**config.mk**
```make
export PLATFORM = sky130hd
export DESIGN_NAME = verlet_frame_scheduler_flat
export DESIGN_NICKNAME = d
export VERILOG_FILES = /design/src/rtl/verlet_frame_scheduler_if.sv /design/src/rtl/verlet_frame_scheduler.sv /design/src/flat_wrapper.sv
export SDC_FILE = /design/constraint.sdc
export NUM_CORES = 1
export LEC_CHECK = 0
export BUFFER_PORTS_ARGS = -buffer_cell sky130_fd_sc_hd__clkbuf_2
export CELL_PAD_IN_SITES_DETAIL_PLACEMENT = 0
export CELL_PAD_IN_SITES_GLOBAL_PLACEMENT = 1
export CORE_ASPECT_RATIO = 1.2
export CORE_MARGIN = 2
export CORE_UTILIZATION = 45
export DETAILED_ROUTE_END_ITERATION = 6
export PLACE_DENSITY = 0.9
export RECOVER_POWER = 25
export SLEW_MARGIN = 20
export SYNTH_ARGS = -nofsm -noshare
export SYNTH_HDL_FRONTEND = slang
export SYNTH_SLANG_ARGS = --single-unit
```
**constraint.sdc**
```tcl
create_clock -name clk -period 3.9 [get_ports clk]
set_input_delay 0.585 -clock clk [delete_from_list [all_inputs] [get_ports clk]]
set_output_delay 0.585 -clock clk [all_outputs]
set_load 0.005 [all_outputs]
```
**src/rtl/verlet_frame_scheduler_if.sv**
```systemverilog
// Handshake/bus bundle between the frame scheduler and the cloth core datapath.
// MOUSE_GRAB_EN adds the mouse-grab inputs and the override output.
interface verlet_frame_scheduler_if #(
  parameter int unsigned addr_width = 8
) ();
  logic                  frame_tick;
  logic                  stall;
  logic                  readout_ready;
  logic                  overrun_clr;
  logic [addr_width-1:0] node_addr;
  logic                  verlet_en;
  logic                  constraint_en;
  logic                  ram_we;
  logic                  readout_valid;
  logic                  busy;
  logic                  frame_done;
  logic                  overrun;
`ifdef MOUSE_GRAB_EN
  logic                  grab_active;
  logic [addr_width-1:0] grab_node;
  logic                  mouse_override;
`endif

  // Scheduler side
  modport master (
`ifdef MOUSE_GRAB_EN
    input  grab_active, grab_node,
    output mouse_override,
`endif
    input  frame_tick, stall, readout_ready, overrun_clr,
    output node_addr, verlet_en, constraint_en, ram_we,
    output readout_valid, busy, frame_done, overrun
  );

  // Datapath / control side
  modport slave (
`ifdef MOUSE_GRAB_EN
    output grab_active, grab_node,
    input  mouse_override,
`endif
    output frame_tick, stall, readout_ready, overrun_clr,
    input  node_addr, verlet_en, constraint_en, ram_we,
    input  readout_valid, busy, frame_done, overrun
  );
endinterface

```
**src/rtl/verlet_frame_scheduler.sv**
```systemverilog
// Per-frame sequencer for one cloth core: Verlet pass, constraint passes, readout.
// Optional MOUSE_GRAB_EN macro enables the grabbed-node override.
module verlet_frame_scheduler #(
  parameter int unsigned node_contains    = 5,
  parameter int unsigned constraint_iters = 3,
  parameter int unsigned addr_width       = 8
) (
  input  logic                     clk,
  input  logic                     reset,
  verlet_frame_scheduler_if.master bus
);

  localparam int unsigned ITER_W = (constraint_iters > 1) ? $clog2(constraint_iters) : 1;
  localparam logic [addr_width-1:0] LAST_NODE = addr_width'(node_contains - 1);
  localparam logic [addr_width-1:0] LAST_LINK =
    addr_width'((node_contains > 1) ? (node_contains - 2) : 0);
  localparam logic [ITER_W-1:0] LAST_ITER =
    ITER_W'((constraint_iters > 0) ? (constraint_iters - 1) : 0);
  localparam bit SKIP_CONSTRAIN = (node_contains == 1) || (constraint_iters == 0);

  typedef enum logic [2:0] {IDLE, VERLET, CONSTRAIN, READOUT, DONE} state_e;

  state_e                state_q, state_d;
  logic [addr_width-1:0] addr_q, addr_d;
  logic [ITER_W-1:0]     iter_q, iter_d;
  logic                  verlet_q, verlet_d;
  logic                  constr_q, constr_d;
  logic                  we_q, we_d;
  logic                  valid_q, valid_d;
  logic                  busy_q, busy_d;
  logic                  done_q, done_d;
  logic                  overrun_q, overrun_d;
`ifdef MOUSE_GRAB_EN
  logic                  override_q, override_d;
`endif

  // Next-state and next-output logic; outputs describe the upcoming cycle
  always_comb begin
    state_d   = state_q;
    addr_d    = addr_q;
    iter_d    = iter_q;
    verlet_d  = 1'b0;
    constr_d  = 1'b0;
    we_d      = 1'b0;
    valid_d   = 1'b0;
    done_d    = 1'b0;
    overrun_d = overrun_q;
`ifdef MOUSE_GRAB_EN
    override_d = 1'b0;
`endif

    // A tick while a frame is in flight is dropped; set beats clear
    if (bus.overrun_clr)
      overrun_d = 1'b0;
    if (bus.frame_tick && (state_q != IDLE))
      overrun_d = 1'b1;

    case (state_q)
      IDLE: begin
        if (bus.frame_tick) begin
          state_d  = VERLET;
          addr_d   = '0;
          iter_d   = '0;
          verlet_d = 1'b1;
          we_d     = 1'b1;
        end
      end
      VERLET: begin
        if (!bus.stall) begin
          if (addr_q == LAST_NODE) begin
            addr_d = '0;
            iter_d = '0;
            if (SKIP_CONSTRAIN) begin
              state_d = READOUT;
              valid_d = 1'b1;
            end else begin
              state_d  = CONSTRAIN;
              constr_d = 1'b1;
              we_d     = 1'b1;
            end
          end else begin
            addr_d   = addr_q + addr_width'(1);
            verlet_d = 1'b1;
            we_d     = 1'b1;
          end
        end
      end
      CONSTRAIN: begin
        if (!bus.stall) begin
          if (addr_q == LAST_LINK) begin
            addr_d = '0;
            if (iter_q == LAST_ITER) begin
              state_d = READOUT;
              valid_d = 1'b1;
            end else begin
              iter_d   = iter_q + ITER_W'(1);
              constr_d = 1'b1;
              we_d     = 1'b1;
            end
          end else begin
            addr_d   = addr_q + addr_width'(1);
            constr_d = 1'b1;
            we_d     = 1'b1;
          end
        end
      end
      READOUT: begin
        valid_d = 1'b1;
        if (valid_q && bus.readout_ready) begin
          if (addr_q == LAST_NODE) begin
            state_d = DONE;
            addr_d  = '0;
            valid_d = 1'b0;
            done_d  = 1'b1;
          end else begin
            addr_d = addr_q + addr_width'(1);
          end
        end
      end
      DONE: begin
        state_d = IDLE;
        addr_d  = '0;
      end
      default: begin
        state_d = IDLE;
        addr_d  = '0;
        iter_d  = '0;
      end
    endcase

`ifdef MOUSE_GRAB_EN
    // Grabbed node takes the mouse position; its links keep that end pinned
    if (verlet_d && bus.grab_active && (addr_d == bus.grab_node)) begin
      verlet_d   = 1'b0;
      override_d = 1'b1;
    end
    if (constr_d && bus.grab_active &&
        ((addr_d == bus.grab_node) || (addr_width'(addr_d + addr_width'(1)) == bus.grab_node)))
      override_d = 1'b1;
`endif

    busy_d = (state_d != IDLE);
  end

  always_ff @(posedge clk or posedge reset) begin
    if (reset) begin
      state_q   <= IDLE;
      addr_q    <= '0;
      iter_q    <= '0;
      verlet_q  <= 1'b0;
      constr_q  <= 1'b0;
      we_q      <= 1'b0;
      valid_q   <= 1'b0;
      busy_q    <= 1'b0;
      done_q    <= 1'b0;
      overrun_q <= 1'b0;
`ifdef MOUSE_GRAB_EN
      override_q <= 1'b0;
`endif
    end else begin
      state_q   <= state_d;
      addr_q    <= addr_d;
      iter_q    <= iter_d;
      verlet_q  <= verlet_d;
      constr_q  <= constr_d;
      we_q      <= we_d;
      valid_q   <= valid_d;
      busy_q    <= busy_d;
      done_q    <= done_d;
      overrun_q <= overrun_d;
`ifdef MOUSE_GRAB_EN
      override_q <= override_d;
`endif
    end
  end

  assign bus.node_addr     = addr_q;
  assign bus.verlet_en     = verlet_q;
  assign bus.constraint_en = constr_q;
  assign bus.ram_we        = we_q;
  assign bus.readout_valid = valid_q;
  assign bus.busy          = busy_q;
  assign bus.frame_done    = done_q;
  assign bus.overrun       = overrun_q;
`ifdef MOUSE_GRAB_EN
  assign bus.mouse_override = override_q;
`endif

endmodule

```
**src/flat_wrapper.sv**
```systemverilog
// flat-port wrapper written by rule: the top's interface ports become plain ports
module verlet_frame_scheduler_flat 
#(
  parameter int unsigned node_contains    = 5,
  parameter int unsigned constraint_iters = 3,
  parameter int unsigned addr_width       = 8
)
  (clk, reset, bus_frame_tick, bus_stall, bus_readout_ready, bus_overrun_clr, bus_node_addr, bus_verlet_en, bus_constraint_en, bus_ram_we, bus_readout_valid, bus_busy, bus_frame_done, bus_overrun);
  verlet_frame_scheduler_if #(.addr_width(addr_width)) bus_i ();
  input  logic clk;
  input  logic reset;
  input wire logic [$bits(bus_i.frame_tick)-1:0] bus_frame_tick;
  input wire logic [$bits(bus_i.stall)-1:0] bus_stall;
  input wire logic [$bits(bus_i.readout_ready)-1:0] bus_readout_ready;
  input wire logic [$bits(bus_i.overrun_clr)-1:0] bus_overrun_clr;
  output wire logic [$bits(bus_i.node_addr)-1:0] bus_node_addr;
  output wire logic [$bits(bus_i.verlet_en)-1:0] bus_verlet_en;
  output wire logic [$bits(bus_i.constraint_en)-1:0] bus_constraint_en;
  output wire logic [$bits(bus_i.ram_we)-1:0] bus_ram_we;
  output wire logic [$bits(bus_i.readout_valid)-1:0] bus_readout_valid;
  output wire logic [$bits(bus_i.busy)-1:0] bus_busy;
  output wire logic [$bits(bus_i.frame_done)-1:0] bus_frame_done;
  output wire logic [$bits(bus_i.overrun)-1:0] bus_overrun;
  assign bus_i.frame_tick = bus_frame_tick;
  assign bus_i.stall = bus_stall;
  assign bus_i.readout_ready = bus_readout_ready;
  assign bus_i.overrun_clr = bus_overrun_clr;
  assign bus_node_addr = bus_i.node_addr;
  assign bus_verlet_en = bus_i.verlet_en;
  assign bus_constraint_en = bus_i.constraint_en;
  assign bus_ram_we = bus_i.ram_we;
  assign bus_readout_valid = bus_i.readout_valid;
  assign bus_busy = bus_i.busy;
  assign bus_frame_done = bus_i.frame_done;
  assign bus_overrun = bus_i.overrun;
  verlet_frame_scheduler #(.node_contains(node_contains), .constraint_iters(constraint_iters), .addr_width(addr_width)) u_core (.clk(clk), .reset(reset), .bus(bus_i));
endmodule
```
==> impl_metrics.xml <==
<?xml version="1.0" encoding="UTF-8"?>
<metrics>
  <group name="finish">
    <metric name="stdcell_area" unit="mm2">0.001314</metric>
    <metric name="syn2layout_area_growth" unit="%">12.90</metric>
    <metric name="insertedDiodeCount" unit="">0</metric>
    <metric name="drive_above_1_share" unit="%">28.36</metric>
    <metric name="final_core_utilization" unit="%">52.50</metric>
    <metric name="layout.cells.non_filler" unit="">167</metric>
    <metric name="final_net_count" unit="">144</metric>
  </group>
  <group name="synth">
    <metric name="synth_top_cells_by_area" unit="">dfrtp_1 43%, a22o_1 3.8%, o21ai_0 3.4%, ha_1 3.2%, nand3_1 2.6%</metric>
    <metric name="syn-instance-count" unit="">114</metric>
    <metric name="synth-async-reset-ratio" unit="%">100.0</metric>
    <metric name="count_leader_synth" unit="">dfrtp_1</metric>
    <metric name="synth_area_leader_cell" unit="">dfrtp_1</metric>
    <metric name="syn_avg_cell_area" unit="um2">10.21</metric>
    <metric name="number_of_storage_elements_in_the_synthesis_netlist" unit="">20</metric>
    <metric name="syn-num-nets" unit="">123</metric>
    <metric name="synth-edff-count" unit="">0</metric>
    <metric name="synth_area" unit="mm2">0.001164</metric>
    <metric name="synth_top_cells_by_count" unit="">20 x dfrtp_1, 8 x o21ai_0, 7 x inv_1</metric>
    <metric name="synth_top_flop_cell" unit="">dfrtp_1</metric>
    <metric name="portion_of_the_post_synthesis_area_used_by_sequential_elements" unit="%">43.01</metric>
    <metric name="ys_types" unit="">47</metric>
    <metric name="yosysTopAreaCellShare" unit="%">43.01</metric>
    <metric name="ys.warnings.count" unit="">0</metric>
  </group>
  <group name="placed_design">
    <metric name="pre_cts_ws" unit="ps">1912</metric>
    <metric name="post_dp_cell_area" unit="mm2">0.001277</metric>
    <metric name="io_buffer_count" unit="">20</metric>
    <metric name="placed_cells_incl_taps" unit="">163</metric>
    <metric name="final_gp_congestion" unit="">0.9059</metric>
    <metric name="hpwlAfterDp" unit="um">1747</metric>
  </group>
  <group name="critical_path">
    <metric name="reg_to_reg_start" unit="">u_core.bus.node_addr[0]</metric>
    <metric name="timing.critical_path.from_type" unit="">register</metric>
    <metric name="crit_arrival" unit="ps">2150</metric>
    <metric name="r2r_slack" unit="ps">1940</metric>
    <metric name="critPathRequiredTime" unit="ps">4090</metric>
    <metric name="path_class" unit="">register to register</metric>
    <metric name="worstRegToRegCells" unit="">7</metric>
    <metric name="path_max_fanout" unit="">8</metric>
    <metric name="end_kind" unit="">register</metric>
    <metric name="rr_endpoint" unit="">u_core.bus.node_addr[7]</metric>
  </group>
  <group name="worst_hold_path">
    <metric name="hold_path_class" unit="">input pin to async pin</metric>
  </group>
  <group name="sta">
    <metric name="timing_worst_slew_pin_value" unit="ps">732.9</metric>
    <metric name="finalClockSkew" unit="ps">3.068</metric>
    <metric name="timing_max_transition_violations_final" unit="">0</metric>
    <metric name="max_freq" unit="MHz">509.2</metric>
    <metric name="final.min_clock_period" unit="ps">1964</metric>
    <metric name="worst_slack" unit="ps">1936</metric>
    <metric name="final-hold-violation-count" unit="">0</metric>
    <metric name="grt_setup_unrepaired" unit="">false</metric>
    <metric name="fin_hold_ws" unit="ps">369.8</metric>
    <metric name="setup_total_negative_slack" unit="ps">0</metric>
    <metric name="max-slew-margin-rel" unit="%">51.09</metric>
    <metric name="fin_crit_sh" unit="%">50.35</metric>
    <metric name="timing.final.setup_violations" unit="">0</metric>
  </group>
  <group name="floorplan">
    <metric name="total_die_area" unit="mm2">0.003010</metric>
    <metric name="num_rows" unit="">20</metric>
    <metric name="fp.dieH" unit="um">59.71</metric>
    <metric name="initial_utilization" unit="%">46.50</metric>
    <metric name="top_level_ports" unit="">21</metric>
    <metric name="floorplan.core_area" unit="mm2">0.002502</metric>
    <metric name="die_w" unit="um">50.42</metric>
  </group>
  <group name="cts">
    <metric name="post_cts_resize_count" unit="">0</metric>
    <metric name="clock_latency" unit="ps">300</metric>
    <metric name="clock-sinks" unit="">20</metric>
    <metric name="post_cts_hold_buffer_count" unit="">0</metric>
    <metric name="path_clk_slew" unit="ps">110</metric>
    <metric name="ctsLongestPathBuffers" unit="">2</metric>
    <metric name="clock_tree_from_tritoncts" unit="">done</metric>
    <metric name="cts_setup_buffers" unit="">0</metric>
    <metric name="cts_root_cell" unit="">clkbuf_4</metric>
    <metric name="cts-htree-levels" unit="">1</metric>
    <metric name="tritoncts.num_buffers" unit="">3</metric>
  </group>
  <group name="detailed_routing">
    <metric name="detail_route.drc_violations" unit="">0</metric>
    <metric name="drt-total-wl" unit="um">2331</metric>
    <metric name="drt_first_pass_iters" unit="">4</metric>
    <metric name="via_count_of_the_routed_design" unit="">967</metric>
    <metric name="routedWlPerCell" unit="um">13.96</metric>
    <metric name="antenna_violation_net_count_after_detailed_routing" unit="">0</metric>
    <metric name="dr.first_iter.drc_count" unit="">27</metric>
    <metric name="avgViaCountPerCell" unit="">5.790</metric>
  </group>
  <group name="power_and_ir_drop">
    <metric name="peakVddDrop" unit="uV">398.0</metric>
    <metric name="p_per_area" unit="mW/mm2">662.8</metric>
    <metric name="leakage_power_total" unit="nW">0.6372</metric>
    <metric name="power_consumption" unit="uW">870.7</metric>
  </group>
  <group name="global_routing">
    <metric name="antenna_violations_before_repair" unit="">0</metric>
    <metric name="global_route_wire_length_before_repair" unit="um">3739</metric>
    <metric name="grt_max_degree" unit="">21</metric>
    <metric name="grt_overflow" unit="">0</metric>
    <metric name="grt_pass1_vias" unit="">882</metric>
    <metric name="grtUsageTotal" unit="%">16.43</metric>
  </group>
  <group name="run">
    <metric name="max_cap_violations" unit="">0</metric>
  </group>
  <group name="outcome">
    <metric name="outcome" unit="">finished clean</metric>
  </group>
</metrics>
-- routing by layer --
metal	up-vias	share of wire, %	global-route usage [%]	routed length, um
met3	6	3.8	2.250	89
met2	28	49	28.38	1150
met1	467	45	19.77	1043
met5	-	0	0	0
li1	466	-	-	-
met4	0	2.0	9.266	47
-- cells by family (layout without fill, tap and decap cells) --
logic type	count (synthesis)	after routing	share of synthesized area, %
multiplexers	1	1	0.9677
adder cells (fa/ha/maj)	3	3	3.226
flip-flops	20	20	43.01
AO/OA/AOI/OAI	36	36	22.58
buffers and inverters	11	31	4.624
AND/OR/NAND/NOR	43	43	25.59
-- worst max-delay path, cell delays in order, from the launching register on --
cell and delay, ps:
dfrtp_1 430, inv_1 100, ha_1 150, and4bb_1 290, nand2_2 170, a21boi_2 330
nor2_4 80, a221o_1 300
-- power breakdown --
group	switching [mW]	internal, mW
combinational	0.229	0.185
sequential	0.0735	0.265
clock	0.0617	0.0569
total	0.364	0.506
-- placed cells by master (no fill, tap or decap), drive strengths merged, types with 4 or more instances in the layout --
cell type  instances
inv                7
nor3               7
a21oi              5
nand2b             5
and3               4
a22o               5
nand3              6
nor2               5
clkbuf            24
o21ai             10
dfrtp             20
-- registers in the layout, indices dropped and copies added, names as in the netlist --
signal                    cells
u_core.bus.busy               1
u_core.bus.constraint_en      1
u_core.bus.frame_done         1
u_core.bus.node_addr          8
u_core.bus.overrun            1
u_core.bus.ram_we             1
u_core.bus.readout_valid      1
u_core.bus.verlet_en          1
u_core.iter_q                 2
u_core.state_q                3
-- how the worst max path moves through the flow --
stage / start / end / slack [ps]
after CTS: u_core.bus.node_addr[0] / u_core.bus.node_addr[7] / 1930
after floorplan: bus_frame_tick / u_core.iter_q[1] / 2120
after global placement: bus_frame_tick / u_core.iter_q[1] / 1900
final: u_core.bus.node_addr[0] / u_core.bus.node_addr[7] / 1940
after detailed placement: bus_frame_tick / u_core.iter_q[1] / 1910
after global routing: u_core.bus.node_addr[0] / u_core.bus.node_addr[7] / 1830
-- final cells by class --
type | count | area (um2)
Timing Repair Buffer | 20 | 100.1
Sequential cell | 20 | 500.5
Tap cell | 33 | 41.29
Clock buffer | 4 | 36.28
Multi-Input combinational cell | 83 | 609.3
Fill cell | 234 | 1189
Inverter | 7 | 26.28
(Power assumes the default switching activity.)
